<file path="src/rtl/rgb_hue_sequencer.sv">
// Colour-wheel sequencer: prescaled ramp steps through six hue segments and
// produces RGB duty values that refresh only at PWM period boundaries.

// One duty channel. Every channel follows the same six-segment pattern,
// rotated by OFFSET segments relative to red.
module rgb_hue_lane #(
  parameter int DUTY_W = 8,
  parameter int OFFSET = 0
) (
  input  logic              clk,
  input  logic              rst_n,
  input  logic              load,
  input  logic [2:0]        seg,
  input  logic [DUTY_W-1:0] level,
  output logic [DUTY_W-1:0] duty
);
  localparam logic [DUTY_W-1:0] MAX = {DUTY_W{1'b1}};

  logic [3:0]        rot_raw, rot;
  logic [DUTY_W-1:0] up, down, val;
  logic [DUTY_W-1:0] duty_d, duty_q;

  assign up      = level;
  assign down    = MAX - level;
  assign rot_raw = {1'b0, seg} + 4'(OFFSET);
  assign rot     = (rot_raw >= 4'd6) ? rot_raw - 4'd6 : rot_raw;

  // Red's pattern: MAX, down, 0, 0, up, MAX
  always_comb begin
    val = '0;
    if (seg <= 3'd5) begin
      case (rot)
        4'd0:    val = MAX;
        4'd1:    val = down;
        4'd4:    val = up;
        4'd5:    val = MAX;
        default: val = '0;
      endcase
    end
  end

  always_comb begin
    duty_d = duty_q;
    if (load) duty_d = val;
  end

  always_ff @(posedge clk or negedge rst_n) begin
    if (!rst_n) duty_q <= '0;
    else        duty_q <= duty_d;
  end

  assign duty = duty_q;
endmodule

module rgb_hue_sequencer #(
  parameter int DUTY_W    = 8,
  parameter int STEP_CLKS = 7812
) (
  input  logic              clk,
  input  logic              rst_n,
  input  logic              enable,
  input  logic              pwm_wrap,
  output logic [DUTY_W-1:0] duty_r,
  output logic [DUTY_W-1:0] duty_g,
  output logic [DUTY_W-1:0] duty_b,
  output logic [2:0]        seg,
  output logic              cycle_done
);
  localparam int                PRE_W    = (STEP_CLKS > 1) ? $clog2(STEP_CLKS) : 1;
  localparam logic [PRE_W-1:0]  PRE_LAST = PRE_W'(STEP_CLKS - 1);
  localparam logic [DUTY_W-1:0] MAX      = {DUTY_W{1'b1}};

  logic [PRE_W-1:0]  pre_d, pre_q;
  logic [DUTY_W-1:0] level_d, level_q;
  logic [2:0]        seg_d, seg_q;
  logic              cycle_done_d, cycle_done_q;
  logic              tick;

  logic [2:0][DUTY_W-1:0] duty;

  assign tick = enable && (pre_q == PRE_LAST);

  always_comb begin
    pre_d        = pre_q;
    level_d      = level_q;
    seg_d        = seg_q;
    cycle_done_d = 1'b0;
    if (enable) pre_d = tick ? '0 : pre_q + 1'b1;
    // Illegal segment codes recover to the start of the wheel.
    if (seg_q > 3'd5) begin
      seg_d   = 3'd0;
      level_d = '0;
    end else if (tick) begin
      if (level_q == MAX) begin
        level_d = '0;
        if (seg_q == 3'd5) begin
          seg_d        = 3'd0;
          cycle_done_d = 1'b1;
        end else begin
          seg_d = seg_q + 3'd1;
        end
      end else begin
        level_d = level_q + 1'b1;
      end
    end
  end

  always_ff @(posedge clk or negedge rst_n) begin
    if (!rst_n) begin
      pre_q        <= '0;
      level_q      <= '0;
      seg_q        <= 3'd0;
      cycle_done_q <= 1'b0;
    end else begin
      pre_q        <= pre_d;
      level_q      <= level_d;
      seg_q        <= seg_d;
      cycle_done_q <= cycle_done_d;
    end
  end

  // Lane 0 = red, 1 = green (4 segments ahead), 2 = blue (2 segments ahead)
  for (genvar i = 0; i < 3; i++) begin : g_lane
    rgb_hue_lane #(
      .DUTY_W (DUTY_W),
      .OFFSET ((i == 0) ? 0 : (i == 1) ? 4 : 2)
    ) u_lane (
      .clk   (clk),
      .rst_n (rst_n),
      .load  (pwm_wrap),
      .seg   (seg_q),
      .level (level_q),
      .duty  (duty[i])
    );
  end

  assign duty_r     = duty[0];
  assign duty_g     = duty[1];
  assign duty_b     = duty[2];
  assign seg        = seg_q;
  assign cycle_done = cycle_done_q;
endmodule

</file>
<file path="config.mk">
export PLATFORM = sky130hd
export DESIGN_NAME = rgb_hue_sequencer
export DESIGN_NICKNAME = d
export VERILOG_FILES = /design/src/rtl/rgb_hue_sequencer.sv
export SDC_FILE = /design/constraint.sdc
export NUM_CORES = 1
export LEC_CHECK = 0
export CAP_MARGIN = 15
export CORE_MARGIN = 2
export CORE_UTILIZATION = 63
export CTS_BUF_LIST = sky130_fd_sc_hd__clkbuf_4 sky130_fd_sc_hd__clkbuf_8 sky130_fd_sc_hd__clkbuf_16
export DETAILED_ROUTE_END_ITERATION = 7
export DONT_BUFFER_PORTS = 1
export PLACE_DENSITY = 0.88
export RECOVER_POWER = 25
export SYNTH_ARGS = -nofsm -noshare
export SYNTH_HDL_FRONTEND = slang
export SYNTH_SLANG_ARGS = --single-unit
export TNS_END_PERCENT = 100
</file>
<file path="constraint.sdc">
create_clock -name clk -period 2.2 [get_ports clk]
set_input_delay 0.44 -clock clk [delete_from_list [all_inputs] [get_ports clk]]
set_output_delay 0.44 -clock clk [all_outputs]
set_load 0.01 [all_outputs]
</file>
==> run metrics, run 1 <==
run status=complete, no violations; Die X=69.7 um; H-tree levels=2; fmax=0.503 GHz; die area=4860 um2; Rel. slew slack=22.0%; Yosys reg bits=49; RSZ-0062 raised after global routing=false; power per cell area=586 nW/um2; Antenna diodes=0; post-synthesis cell count=311; reg2reg path depth=6; Max-Cap Viols=0; FILL cells=318; DR iter-0 viols=181; maximum vdd drop=0.547 mV; Mean Syn Cell Area=8.75 um2; Core ar.=4090 um2; share of layout cells above drive strength 1=8.44%; final hold vios=0; Boundary Pins=32; vias in the first global route=2056; Final Max Tran Viols=0; distinct cell type count after synthesis=39; cells along the critical path=or4b_4 > nor4_4 > buf_4 > nand4_1 > xor2_1 > nor2_1; Total Wirelength=5400 um; critical path launch point type=flip-flop; largest net degree at the start of global routing=50; post-DR wirelength/cell=15.1 um; reg-to-reg endpoint=level_q[4]; CTS tree=built; DR vias=2150; Reg clk slew, reported paths=0.08 ns; CP required=2.39 ns; worst r2r src=pre_q[4]; setup TNS=0 ns; Port Buf Inserts=0; flop-to-flop setup slack=0.21 ns; Critical Path AT=2.18 ns; Slowest cell on crit path=or4b_4; vias per std cell=6.01; synth top area cells=dfrtp_1, o21ai_0, inv_1; Post-DP HPWL=3610 um; DRT Pass-1 Iters=4; worst hold slack=0.225 ns; Syn Nets=322; top cell type's share of synthesized area=45.1%; Cell Rows=23; total grt overflow=0; Setup CP Type=reg2reg; min Tclk post-route=1.99 ns; Clock Latency Late Sink=0.30 ns; Max FO, Critical Path=15; Worst Min Path Start=enable; nature of the critical path endpoint=flip-flop; Tcrit/Tclk final=90.3%; clock sink count=49; HP Class=in2reg; CTS Buf Count=5; Final ANT Viol Nets=0; Final #Nets=318; post-synthesis sequential area ratio=45.1%; initial antenna violation count=0; Synth-to-Final Area Change=5.47%; Die Ht=69.7 um; Tightest Pin Transition=1.17 ns; first-pass GRT wire length=9380 um; Placer Congestion=0.930; hold path depth=1; clk_skew=0.00461 ns; dominant cell type by area after synthesis=dfrtp_1; deepest clock path buffer count=2; synth warn=0; Starting Density=66.6%; Cell Area, Synth=2720 um2; P_leak=1.29 nW; Crit path largest cell delay=0.54 ns; final setup fails=0; hold path endpoint=pre_q[0]; gr usage total=24.1%; DRC Markers=0; root buffer cell=clkbuf_8
## sequential cells by signal (all words and copies together), names as in the netlist
signal and count:
level_q 8, seg 3, pre_q 13, cycle_done 1, g_lane.u_lane.duty 24
## cell families (layout without fill, tap and decap cells)
group | after synthesis | count (layout) | share of synthesized area (%)
muxes | 11 | 11 | 4.05
buffers and inverters | 52 | 49 | 7.45
xor gates and xnor gates | 12 | 12 | 3.86
adders and majority gates | 7 | 7 | 3.22
and+or+nand+nor | 101 | 101 | 19.0
AOI/OAI and AO/OA | 79 | 79 | 17.4
DFF | 49 | 49 | 45.1
## routing by layer
layer  up-vias  routed length (um)  global-route usage [%]
met2        53                2570                    41.1
met1      1030                2440                    29.8
met3         9                 307                    5.96
met5         -                   0                       0
li1       1058                   -                       -
met4         0                  83                    8.33
## Yosys cell counts
cell      number
or3_1          3
inv_1         30
nor3b_1        2
nor4_4         1
o21a_1         1
a21boi_1       1
o31ai_1        1
dfrtp_1       49
nor3_1         5
o22ai_1       10
clkbuf_1      20
buf_1          1
buf_6          1
xnor2_1        6
o21ai_0       37
xor2_1         6
or4b_4         1
nand3_1       14
nand2_1       27
nand4_1        8
o211ai_1       7
or2_2          2
mux2i_1       11
nand2b_1       2
o31ai_2        1
and3b_1        1
nor2_1        23
a21oi_1        5
nand3b_1       4
a31oi_1        1
a22o_1         1
nor2b_1        1
o21ai_1        4
and3_1         5
o32ai_1        1
ha_1           7
a221oi_1       1
nand2_2        2
a22oi_1        8
## where the power goes
| group | internal (mW) | switching (mW) | leakage [nW] | total, mW |
|---|---|---|---|---|
| clock | 0.263 | 0.278 | 0.0498 | 0.541 |
| sequential | 0.955 | 0.0651 | 0.643 | 1.02 |
| combinational | 0.0539 | 0.0654 | 0.596 | 0.119 |
## placed cells by master, fill, tap and decap left out, drive strengths merged, types with 2 or more instances in the layout
cell type and count:
dfrtp 49, o21ai 41, inv 30, nand2 29, nor2 23, nand3 14
mux2i 11, o22ai 10, buf 9, clkbuf 9, nand4 8, a22oi 8
o211ai 7, ha 7, xor2 6, xnor2 6, and3 5, a21oi 5
nor3 5, nand3b 4, or3 3, or2 2, nor3b 2, nand2b 2
o31ai 2
## worst max-delay path: cells and delay by family (launching register included)
kind | cells | cell delay, ns
flops | 1 | 0.42
buf+inv | 1 | 0.23
xor+xnor | 1 | 0.21
simple gates | 4 | 1.01
## through the flow
step                setup WS [ns]  power [mW]  area, um2  util (%)  std cells
floorplan                   0.256        1.12       2720         -        311
global placement            0.274        1.13       2760      67.5        348
detailed placement          0.246        1.14       2760      67.5        348
CTS                         0.217        1.70       2890      70.7        358
global route                0.102        1.75       2870      70.2        358
finish                      0.213        1.68       2870      70.2        358
## how the worst max path moves through the flow
stage / start / endpoint / slack [ns] / cells past startpoint
2_1_floorplan: pre_q[3] / level_q[1] / 0.26 / 5
3_3_place_gp: pre_q[3] / seg[1] / 0.27 / 6
3_5_place_dp: pre_q[3] / seg[1] / 0.25 / 6
4_1_cts: pre_q[4] / level_q[4] / 0.22 / 6
5_1_grt: seg[1] / g_lane[1].u_lane.duty[3] / 0.10 / 6
6_report: pre_q[4] / level_q[4] / 0.21 / 6
## final cells by class
type / instances / area, um2 / share of cell area [%]
multi-input cells: 210 / 1290 / 45.1
flip-flops and latches: 49 / 1230 / 42.7
inverters: 30 / 113 / 3.92
well taps: 50 / 62.6 / 2.18
repair buffers: 11 / 82.6 / 2.88
clock buffers: 8 / 91.3 / 3.18
## timing repair
action                     4_1_cts  5_1_grt
buffers inserted                 0        0
hold endpoints to repair        49        0
hold buffers                     2        0
setup endpoints to repair        0        7
gates resized for setup          0        1
(Power assumes the default switching activity.)
==> run 2, diff against run 1 <==
--- a/config.mk
+++ b/config.mk
@@ -9,6 +9,7 @@
 export CORE_MARGIN = 2
 export CORE_UTILIZATION = 63
 export CTS_BUF_LIST = sky130_fd_sc_hd__clkbuf_4 sky130_fd_sc_hd__clkbuf_8 sky130_fd_sc_hd__clkbuf_16
+export CTS_CLUSTER_SIZE = 30
 export DETAILED_ROUTE_END_ITERATION = 7
 export DONT_BUFFER_PORTS = 1
 export PLACE_DENSITY = 0.88
==> results of run 2 <==
Final layout, timing and power as in run 1 (identical DEF).
